File: config.mk
export PLATFORM = sky130hd
export DESIGN_NAME = mem_arbiter_flat
export DESIGN_NICKNAME = d
export VERILOG_FILES = /design/src/rtl/mem_arbiter_pkg.sv /design/src/rtl/mem_arbiter_if.sv /design/src/rtl/mem_arbiter.sv /design/src/flat_wrapper.sv
export SDC_FILE = /design/constraint.sdc
export NUM_CORES = 1
export LEC_CHECK = 0
export CAP_MARGIN = 20
export CORE_MARGIN = 5
export CORE_UTILIZATION = 45
export DETAILED_ROUTE_END_ITERATION = 6
export GPL_TIMING_DRIVEN = 0
export PLACE_DENSITY = 0.77
export SYNTH_ARGS = -nofsm -noshare
export SYNTH_HDL_FRONTEND = slang
export SYNTH_SLANG_ARGS = --single-unit
File: constraint.sdc
create_clock -name clk -period 3.2 [get_ports clk]
set_input_delay 0.64 -clock clk [delete_from_list [all_inputs] [get_ports clk]]
set_output_delay 0.64 -clock clk [all_outputs]
set_load 0.05 [all_outputs]
File: src/rtl/mem_arbiter_pkg.sv
// Shared types for the byte-serial RAM arbiter: FSM states, access sizes, latched request.
package mem_arbiter_pkg;

  typedef enum logic [1:0] {
    ARB_IDLE  = 2'd0,
    ARB_IF_RD = 2'd1,
    ARB_ME_RD = 2'd2,
    ARB_ME_WR = 2'd3
  } arb_state_e;

  typedef enum logic [1:0] {
    MEM_BYTE = 2'd0,
    MEM_HALF = 2'd1,
    MEM_WORD = 2'd2
  } mem_size_e;

  localparam logic       RAM_WRITE = 1'b1;
  localparam logic       RAM_READ  = 1'b0;
  localparam logic [2:0] IF_BYTES  = 3'd4;

  typedef struct packed {
    logic [2:0]      nbytes;
    logic [3:0][7:0] wdata;
  } acc_t;

  // Size code 3 is not a legal MEM size and is served as a word.
  function automatic logic [2:0] size_bytes(input logic [1:0] size);
    case (mem_size_e'(size))
      MEM_BYTE: return 3'd1;
      MEM_HALF: return 3'd2;
      default:  return 3'd4;
    endcase
  endfunction

endpackage

File: src/rtl/mem_arbiter_if.sv
// Requester (IF/MEM) handshakes and the byte-wide RAM port seen by the arbiter.
interface mem_arbiter_if #(parameter int ADDR_W = 32);
  logic              if_req;
  logic [ADDR_W-1:0] if_addr;
  logic [31:0]       if_data;
  logic              if_done;
  logic              if_stall_req;

  logic              me_req;
  logic              me_we;
  logic [1:0]        me_size;
  logic [ADDR_W-1:0] me_addr;
  logic [31:0]       me_wdata;
  logic [31:0]       me_rdata;
  logic              me_done;
  logic              me_stall_req;

  logic [ADDR_W-1:0] ram_a;
  logic [7:0]        ram_dout;
  logic              ram_wr;
  logic [7:0]        ram_din;

  modport slave (
    input  if_req, if_addr, me_req, me_we, me_size, me_addr, me_wdata, ram_din,
    output if_data, if_done, if_stall_req, me_rdata, me_done, me_stall_req,
           ram_a, ram_dout, ram_wr
  );

  modport master (
    output if_req, if_addr, me_req, me_we, me_size, me_addr, me_wdata, ram_din,
    input  if_data, if_done, if_stall_req, me_rdata, me_done, me_stall_req,
           ram_a, ram_dout, ram_wr
  );
endinterface

File: src/rtl/mem_arbiter.sv
// Arbitrates IF and MEM onto one byte-wide RAM port; serialises accesses little-endian
// and assembles read words, with MEM taking priority when both request in IDLE.
module mem_arbiter
  import mem_arbiter_pkg::*;
#(
  parameter int ADDR_W = 32
) (
  input  logic clk,
  input  logic rst,
  mem_arbiter_if.slave bus
);

  arb_state_e        state, state_nx;
  logic [2:0]        k;
  logic [ADDR_W-1:0] addr_q;
  acc_t              acc;
  logic [3:0][7:0]   rbuf, rmerge;
  logic [1:0]        last_lane;

  logic              if_done, me_done, ram_wr;
  logic [ADDR_W-1:0] ram_a;
  logic [7:0]        ram_dout;

  always_comb begin
    state_nx  = state;
    ram_a     = '0;
    ram_dout  = '0;
    ram_wr    = RAM_READ;
    if_done   = 1'b0;
    me_done   = 1'b0;
    // Final read byte is still on ram_din in the done cycle; merge it without a register stage.
    last_lane = 2'(acc.nbytes - 3'd1);
    rmerge    = rbuf;
    rmerge[last_lane] = bus.ram_din;
    case (state)
      ARB_IDLE: begin
        if (bus.me_req)      state_nx = bus.me_we ? ARB_ME_WR : ARB_ME_RD;
        else if (bus.if_req) state_nx = ARB_IF_RD;
      end
      ARB_IF_RD, ARB_ME_RD: begin
        if (k == acc.nbytes) begin
          if_done  = (state == ARB_IF_RD);
          me_done  = (state == ARB_ME_RD);
          state_nx = ARB_IDLE;
        end else begin
          ram_a = addr_q + ADDR_W'(k);
        end
      end
      ARB_ME_WR: begin
        ram_a    = addr_q + ADDR_W'(k);
        ram_dout = acc.wdata[k[1:0]];
        ram_wr   = RAM_WRITE;
        if (k == acc.nbytes - 3'd1) begin
          me_done  = 1'b1;
          state_nx = ARB_IDLE;
        end
      end
      default: state_nx = ARB_IDLE;
    endcase
  end

  always_ff @(posedge clk) begin
    if (rst) begin
      state  <= ARB_IDLE;
      k      <= '0;
      addr_q <= '0;
      acc    <= '0;
      rbuf   <= '0;
    end else begin
      state <= state_nx;
      case (state)
        ARB_IDLE: begin
          if (state_nx != ARB_IDLE) begin
            k          <= '0;
            rbuf       <= '0;
            addr_q     <= bus.me_req ? bus.me_addr : bus.if_addr;
            acc.nbytes <= bus.me_req ? size_bytes(bus.me_size) : IF_BYTES;
            acc.wdata  <= bus.me_wdata;
          end
        end
        ARB_IF_RD, ARB_ME_RD: begin
          if (k != acc.nbytes) begin
            k <= k + 3'd1;
            // Byte for address k-1 returns while address k is on the bus.
            if (k != 3'd0) rbuf[2'(k - 3'd1)] <= bus.ram_din;
          end
        end
        ARB_ME_WR: k <= k + 3'd1;
        default: ;
      endcase
    end
  end

  assign bus.ram_a        = ram_a;
  assign bus.ram_dout     = ram_dout;
  assign bus.ram_wr       = ram_wr;
  assign bus.if_done      = if_done;
  assign bus.me_done      = me_done;
  assign bus.if_data      = if_done ? rmerge : 32'h0;
  assign bus.me_rdata     = me_done ? rmerge : 32'h0;
  assign bus.if_stall_req = bus.if_req & ~if_done;
  assign bus.me_stall_req = bus.me_req & ~me_done;

endmodule
File: src/flat_wrapper.sv
// flat-port wrapper written by rule: the top's interface ports become plain ports
module mem_arbiter_flat import mem_arbiter_pkg::*;
#(
  parameter int ADDR_W = 32
)
  (clk, rst, bus_if_req, bus_if_addr, bus_me_req, bus_me_we, bus_me_size, bus_me_addr, bus_me_wdata, bus_ram_din, bus_if_data, bus_if_done, bus_if_stall_req, bus_me_rdata, bus_me_done, bus_me_stall_req, bus_ram_a, bus_ram_dout, bus_ram_wr);
  mem_arbiter_if #(.ADDR_W(ADDR_W)) bus_i ();
  input  logic clk;
  input  logic rst;
  input wire logic [$bits(bus_i.if_req)-1:0] bus_if_req;
  input wire logic [$bits(bus_i.if_addr)-1:0] bus_if_addr;
  input wire logic [$bits(bus_i.me_req)-1:0] bus_me_req;
  input wire logic [$bits(bus_i.me_we)-1:0] bus_me_we;
  input wire logic [$bits(bus_i.me_size)-1:0] bus_me_size;
  input wire logic [$bits(bus_i.me_addr)-1:0] bus_me_addr;
  input wire logic [$bits(bus_i.me_wdata)-1:0] bus_me_wdata;
  input wire logic [$bits(bus_i.ram_din)-1:0] bus_ram_din;
  output wire logic [$bits(bus_i.if_data)-1:0] bus_if_data;
  output wire logic [$bits(bus_i.if_done)-1:0] bus_if_done;
  output wire logic [$bits(bus_i.if_stall_req)-1:0] bus_if_stall_req;
  output wire logic [$bits(bus_i.me_rdata)-1:0] bus_me_rdata;
  output wire logic [$bits(bus_i.me_done)-1:0] bus_me_done;
  output wire logic [$bits(bus_i.me_stall_req)-1:0] bus_me_stall_req;
  output wire logic [$bits(bus_i.ram_a)-1:0] bus_ram_a;
  output wire logic [$bits(bus_i.ram_dout)-1:0] bus_ram_dout;
  output wire logic [$bits(bus_i.ram_wr)-1:0] bus_ram_wr;
  assign bus_i.if_req = bus_if_req;
  assign bus_i.if_addr = bus_if_addr;
  assign bus_i.me_req = bus_me_req;
  assign bus_i.me_we = bus_me_we;
  assign bus_i.me_size = bus_me_size;
  assign bus_i.me_addr = bus_me_addr;
  assign bus_i.me_wdata = bus_me_wdata;
  assign bus_i.ram_din = bus_ram_din;
  assign bus_if_data = bus_i.if_data;
  assign bus_if_done = bus_i.if_done;
  assign bus_if_stall_req = bus_i.if_stall_req;
  assign bus_me_rdata = bus_i.me_rdata;
  assign bus_me_done = bus_i.me_done;
  assign bus_me_stall_req = bus_i.me_stall_req;
  assign bus_ram_a = bus_i.ram_a;
  assign bus_ram_dout = bus_i.ram_dout;
  assign bus_ram_wr = bus_i.ram_wr;
  mem_arbiter #(.ADDR_W(ADDR_W)) u_core (.clk(clk), .rst(rst), .bus(bus_i));
endmodule
==> results of run 1 <==
==> where the power goes <==
group          switching, mW  total (mW)  internal [mW]
logic                  0.770        1.34          0.567
clock network          0.503        1.19          0.686
registers              0.165        1.63           1.46
total                   1.44        4.15           2.72
==> registers in the layout, indices dropped and copies added, names as in the netlist <==
register and count:
u_core.acc 35, u_core.addr_q 32, u_core.k 3, u_core.rbuf 32, u_core.state 2
==> routing by layer <==
layer	vias up	part of all wire, %	wire [um]	GRT usage, %
met5	-	0	0	0
met4	0	2.6	538	8.20
met3	44	8.7	1820	4.47
met2	314	47	9790	40.5
met1	3057	41	8600	31.2
li1	3132	-	-	-
==> synthesized netlist by cell type (all sizes together), types with 2 or more instances <==
| master | n |
|---|---|
| and2 | 17 |
| o211ai | 3 |
| dfxtp | 104 |
| and4 | 3 |
| nand4 | 8 |
| xor2 | 17 |
| a211oi | 34 |
| xnor2 | 10 |
| nor3 | 43 |
| a21o | 3 |
| buf | 34 |
| nor2b | 2 |
| mux2i | 64 |
| o2111ai | 2 |
| nor2 | 96 |
| nor4b | 2 |
| mux4 | 8 |
| nand2 | 15 |
| or4 | 3 |
| ha | 18 |
| or3 | 5 |
| inv | 21 |
| a22o | 32 |
| nand3 | 41 |
| o31ai | 5 |
| clkbuf | 38 |
| or2 | 2 |
| nor4 | 3 |
| a21oi | 42 |
| o21ai | 51 |
| nand3b | 2 |
| and3 | 3 |
==> final cells by class <==
type,instances,share of cell area (%)
Sequential cell,104,23.4
Buffer,68,3.56
Multi-Input combinational cell,546,44.1
Clock inverter,7,1.06
Clock buffer,9,2.48
Tap cell,176,2.43
Timing Repair Buffer,223,22.1
Inverter,21,0.910
==> kinds of logic after synthesis <==
kind of cell             count (synthesis)  synth area share, %
AO/OA/AOI/OAI                          181                 19.5
multiplexers                            72                 13.3
XOR/XNOR                                28                 4.21
buffers and inverters                   93                 6.00
flip-flops                             104                 33.7
adder cells (fa/ha/maj)                 19                 3.97
AND/OR/NAND/NOR                        246                 19.4
==> what timing repair did <==
action                                  CTS  global route
endpoints found under the hold margin     0             0
endpoints found under the setup margin  108            94
pin swaps                                11            15
gates cloned                              1             0
buffers inserted                          9             4
hold buffers                              0             0
resized for setup                       559            79
==> per-stage QoR <==
stage	power [mW]	hold slack, ps
floorplan	2.44	441
global placement	2.84	450
detailed placement	2.86	457
CTS	4.09	464
global route	4.35	488
finish	4.15	465
==> critical path: cells and delay by family (launching register included) <==
| family | cells | cell delay, ps |
|---|---|---|
| compound gates | 1 | 180 |
| simple gates | 4 | 1300 |
| flops | 1 | 400 |
| buf+inv | 2 | 310 |
==> path summary, 6_finish.rpt <==
kind / slack [ps] / end / depth (start not counted)
setup / recovery: 20 / bus_ram_a[27] / 7
hold / removal: 470 / u_core.acc[23]$_SDFFE_PP0P_ / 2
setup reg to reg: 320 / u_core.addr_q[0]$_SDFFE_PP0P_ / 9
hold reg to reg: 470 / u_core.acc[23]$_SDFFE_PP0P_ / 2
==> impl_results.md, run 1 <==
* Status: complete, no violations
* Crit path max fanout at 5
* Yosys cell types at 53
* Leakage at 3.46 nW
* Routed len/inst at 18.0 um
* TritonCTS buffer count at 9
* Placed Instance Area at 8560 um2
* TritonRoute pass-1 iters at 5
* Commonest non-fill, non-tap cell in the layout: clkdlybuf4s50_1
* Die area at 16200 um2
* Final Max Tran Viols at 0
* Finished Cell Area at 9080 um2
* Final Instance Count excl. Fillers at 1154
* Register Area at 2120 um2
* Die Y at 127 um
* H-tree levels at 3
* Max Cap Viol at 0
* Worst Setup Start Kind: flop
* Kind of critical path: flop to output port
* Final GP Congestion at 0.907
* Yosys top cell by area: dfxtp_1
* Rows at 42
* Hold path start: u_core.acc[23]$_SDFFE_PP0P_
* FMAX at 0.315 GHz
* CP Capture Type: output port
* Setup slack after layout at 24.8 ps
* Number of synthesized flops with an enable pin at 0
* Port Buf Inserts at 209
* Vias per inst at 5.67
* First-pass GRT wire length at 31.8 mm
* Slowest cell delay on critical path at 490 ps
* Sequential element share of the synthesized area at 33.7%
* Critical Path RT at 2560 ps
* Synth Area per Inst at 8.31 um2
* Detailed Place HPWL at 15.5 mm
* Nets at 1103
* Worst-path cell chain: nand4_1 -> or2_4 -> or4_4 -> buf_6 -> or3_4 -> a21oi_4 -> buf_8
* Yosys warnings at 0
* Final setup viols at 0
* Final period utilization at 99.2%
* Setup WS pre-CTS at -986 ps
* Mapped Nets at 873
* Placed insts at 1128
* Hold Vio Cnt, Final at 0
* Worst min path class: flop to flop
* TritonCTS clock tree: yes
* Multi-input combinational cell area at 4000 um2
* Util after Layout at 68.0%
* CP Launch Point: u_core.addr_q[19]$_SDFFE_PP0P_
* Ys flop type: dfxtp_1
* Clock Pin Slew Worst Setup and Hold Paths at 70 ps
* Clock Tree Buf Depth at 2
* Worst clock skew at 6.31 ps
* Reg2reg start: u_core.state[0]$_SDFF_PP0_
* Area Growth Syn to Fin at 47.0%
* Top cells by area, synth: dfxtp_1 34%, mux2i_1 10%, nor2_1 5.8%, a22o_1 4.5%, a211oi_1 4.0%
* Ys async rst share at 0%
* Initial Utilization at 46.3%
* Antenna violations before repair at 0
* Yosys reg bits at 104
* Num ports at 220
* Worst-margin pin slew at 727 ps
* Most frequent cells in the layout: 102 x clkdlybuf4s50_1, 86 x dfxtp_1, 73 x nor2_1, 64 x mux2i_1, 46 x o21ai_0
* Ratio of cells with drive above 1 in the final layout at 25.3%
* Final ANT Viol Nets at 0
* Pwr/cell area at 458 nW/um2
* Die X at 127 um
* Final min period at 3180 ps
* Synth Cell Area at 6170 um2
* Worst EP arrival at 2540 ps
* Antenna diodes at 0
* Worst IR Drop VDD at 0.323 mV
* Core area at 13300 um2
* Post-Route WL at 20.7 mm
* Vias in the first global route at 6188
* Clock latency on the worst-skew pair at 350 ps
* Mapped Cells at 743
* FILL cells at 1109
* CTS sink cnt at 104
* Largest net degree at the start of global routing at 18
* Total number of vias at 6547
* DR DRC count at 0
* Synth top area share at 33.7%
* Slew headroom at 51.5%
* Total track usage at 24.1%
* Setup_tns at 0 ps
* Clk root buf: clkbuf_16
* Unrepaired setup endpoints after global routing: true
* Worst path slowest cell: or4_4
* Overflow after GRT at 0
* DRT iter0 DRCs at 680
Power figures use the tool's default switching activity.
==> run 2, diff against run 1 <==
--- a/config.mk
+++ b/config.mk
@@ -7,10 +7,10 @@
 export LEC_CHECK = 0
 export CAP_MARGIN = 20
 export CORE_MARGIN = 5
-export CORE_UTILIZATION = 45
+export CORE_UTILIZATION = 30
 export DETAILED_ROUTE_END_ITERATION = 6
 export GPL_TIMING_DRIVEN = 0
-export PLACE_DENSITY = 0.77
+export PLACE_DENSITY = 0.54
 export SYNTH_ARGS = -nofsm -noshare
 export SYNTH_HDL_FRONTEND = slang
 export SYNTH_SLANG_ARGS = --single-unit
==> impl_results.md, run 2 (synthesis gave the netlist of run 1 again) <==
* Detailed Place HPWL at 17.1 mm (was 15.5 mm)
* Power Total at 4.22 mW (was 4.15 mW)
* Num ports at 220 (unchanged)
* Pwr/cell area at 458 nW/um2 (about the same)
* Total number of vias at 6199 (was 6547)
* Vias in the first global route at 6026 (was 6188)
* Hold path start: u_core.acc[13]$_SDFFE_PP0P_ (was u_core.acc[23]$_SDFFE_PP0P_)
* Final min period at 3150 ps (was 3180 ps)
* Worst clock skew at 7.03 ps (was 6.31 ps)
* DR DRC count at 0 (unchanged)
* H-tree levels at 3 (unchanged)
* Leakage at 3.48 nW (was 3.46 nW)
* Final setup viols at 0 (unchanged)
* Nets at 1106 (was 1103)
* Multi-input combinational cell area at 3930 um2 (was 4000 um2)
* Ratio of cells with drive above 1 in the final layout at 24.2% (was 25.3%)
* Kind of critical path: flop to output port (unchanged)
* Overflow after GRT at 0 (unchanged)
* Port Buf Inserts at 209 (unchanged)
* Setup WS pre-CTS at -1090 ps (was -986 ps)
* Total track usage at 17.8% (was 24.1%)
* Worst min path class: flop to flop (unchanged)
* Core area at 20200 um2 (was 13300 um2)
* Top sig layer: met5 (was met4)
* Rows at 52 (was 42)
* Critical Path RT at 2560 ps (about the same)
* TritonRoute pass-1 iters at 5 (unchanged)
* Routed len/inst at 17.5 um (was 18.0 um)
* Worst Setup Start Kind: flop (unchanged)
* Hold depth at 2 (unchanged)
* DRT iter0 DRCs at 254 (was 680)
* Worst Hold End: u_core.acc[13]$_SDFFE_PP0P_ (was u_core.acc[23]$_SDFFE_PP0P_)
* Register Area at 2120 um2 (about the same)
* Clock latency on the worst-skew pair at 350 ps (about the same)
* FMAX at 0.317 GHz (was 0.315 GHz)
* Die X at 153 um (was 127 um)
* Unrepaired setup endpoints after global routing: true (unchanged)
* Final ANT Viol Nets at 0 (unchanged)
* Post-Route WL at 22.0 mm (was 20.7 mm)
* Largest regs: u_core.acc (35), u_core.addr_q (32), u_core.rbuf (32) (unchanged)
* Worst reg2reg endpoint: u_core.acc[26]$_SDFFE_PP0P_ (was u_core.addr_q[0]$_SDFFE_PP0P_)
* Status: complete, no violations (unchanged)
* Final GP Congestion at 0.816 (was 0.907)
* Clock Pin Slew Worst Setup and Hold Paths at 70 ps (about the same)
* Largest net degree at the start of global routing at 17 (was 18)
* TritonCTS buffer count at 9 (unchanged)
* Antenna violations before repair at 1 (was 0)
* CTS sink cnt at 104 (unchanged)
* Final Max Tran Viols at 0 (unchanged)
* Vias per inst at 4.95 (was 5.67)
* Total length of routed met3 wires at 1.31 mm (was 1.82 mm)
* CP Capture Type: output port (unchanged)
* Finished Cell Area at 9210 um2 (was 9080 um2)
* CP Launch Point: u_core.k[1]$_SDFFE_PP0P_ (was u_core.addr_q[19]$_SDFFE_PP0P_)
* Internal reg-to-reg setup slack at 440 ps (was 320 ps)
* Initial Utilization at 30.5% (was 46.3%)
* Crit path max fanout at 6 (was 5)
* Hold Vio Cnt, Final at 0 (unchanged)
* Die area at 23600 um2 (was 16200 um2)
* Worst-margin pin slew at 717 ps (was 727 ps)
* Hold_buf cts at 0 (unchanged)
* Worst r2r path cells at 8 (was 9)
* Clk root buf: clkbuf_16 (unchanged)
* Most frequent cells in the layout: 102 x clkdlybuf4s50_1, 85 x dfxtp_1, 75 x nor2_1, 64 x mux2i_1, 47 x o21ai_0 (was 102 x clkdlybuf4s50_1, 86 x dfxtp_1, 73 x nor2_1, 64 x mux2i_1, 46 x o21ai_0)
* Reg2reg start: u_core.state[1]$_SDFF_PP0_ (was u_core.state[0]$_SDFF_PP0_)
* Setup slack after layout at 47.7 ps (was 24.8 ps)
* Final period utilization at 98.5% (was 99.2%)
* Clock Tree Buf Depth at 2 (unchanged)
* DRT met1 WL at 10.2 mm (was 8.60 mm)
* FILL cells at 2064 (was 1109)
* Largest register by flop count: u_core.acc (unchanged)
* Max FFs per register at 35 (unchanged)
* Die Y at 153 um (was 127 um)
* Worst EP arrival at 2510 ps (was 2540 ps)
* Commonest non-fill, non-tap cell in the layout: clkdlybuf4s50_1 (unchanged)
* Worst IR Drop VDD at 0.272 mV (was 0.323 mV)
* Placed Instance Area at 8670 um2 (was 8560 um2)
* Area Growth Syn to Fin at 49.2% (was 47.0%)
* Max Cap Viol at 0 (unchanged)
* First-pass GRT wire length at 33.9 mm (was 31.8 mm)
* Met2 Wirelength at 10.0 mm (was 9.79 mm)
* Slew headroom at 52.2% (was 51.5%)
* TritonCTS clock tree: yes (unchanged)
## run 2: changes by cell type in the layout (fill, tap and decap cells not counted), moves of 4 or more
cell,delta
clkbuf_8,+4
buf_2,-10
buf_6,-6
clkdlybuf4s15_2,+11
clkbuf_4,+7
## run 2: routing by layer
metal | vias to the layer above | track usage, %
met5 | - | 0
met4 | 2 | 4.79
met3 | 22 | 3.99
met2 | 189 | 28.6
met1 | 2847 | 24.0
li1 | 3139 | -
## run 2: area by class of cell
type | count | area share, %
antenna | 1 | 0.0272
inverter | 21 | 0.897
clock buffer | 12 | 2.89
tap | 270 | 3.67
buffer | 67 | 3.49
clock inverter | 4 | 0.815
multi-input combinational | 546 | 42.6
sequential | 104 | 23.0
timing repair buffer | 227 | 22.6
## run 2: per-stage QoR
stage	std cells	utilization, %	TNS, ps	hold WS (ps)
after floorplan	743	-	-1660	441
after global placement	1222	42.9	-70620	451
after detailed placement	1222	42.9	-71690	454
after CTS	1247	45.3	-36.5	467
after global routing	1251	45.5	-69.1	487
final	1252	45.5	0	463
## run 2: worst max-delay path by stage
stage                                to  slack, ps  cells past startpoint
after floorplan           bus_ram_a[24]        -70                      8
after global placement    bus_ram_a[24]      -1070                      7
after detailed placement  bus_ram_a[24]      -1090                      7
after CTS                 bus_ram_a[24]        -40                     10
after global routing      bus_ram_a[24]        -30                     10
final                     bus_ram_a[24]         50                     10
## run 2: power by group
group	switching [mW]	internal [mW]	leakage, nW
sequential	0.159	1.46	0.860
clock	0.505	0.751	0.161
combinational	0.773	0.568	2.46
total	1.44	2.78	3.48
## run 2: what timing repair did
action | in CTS | in global routing
hold endpoints to repair | 0 | 0
pin swaps | 10 | 9
setup endpoints to repair | 108 | 106
resized for setup | 504 | 85
buffers inserted | 12 | 6
## run 2: critical path, stage by stage, from the launching register on
cell        delay [ps]
dfxtp_4            370
buf_12             110
buf_12             100
clkinvlp_4          90
fa_2               370
nor2b_4            160
o2111a_2           300
nand4_1            130
xor2_1             160
nor2_1             190
buf_6              190
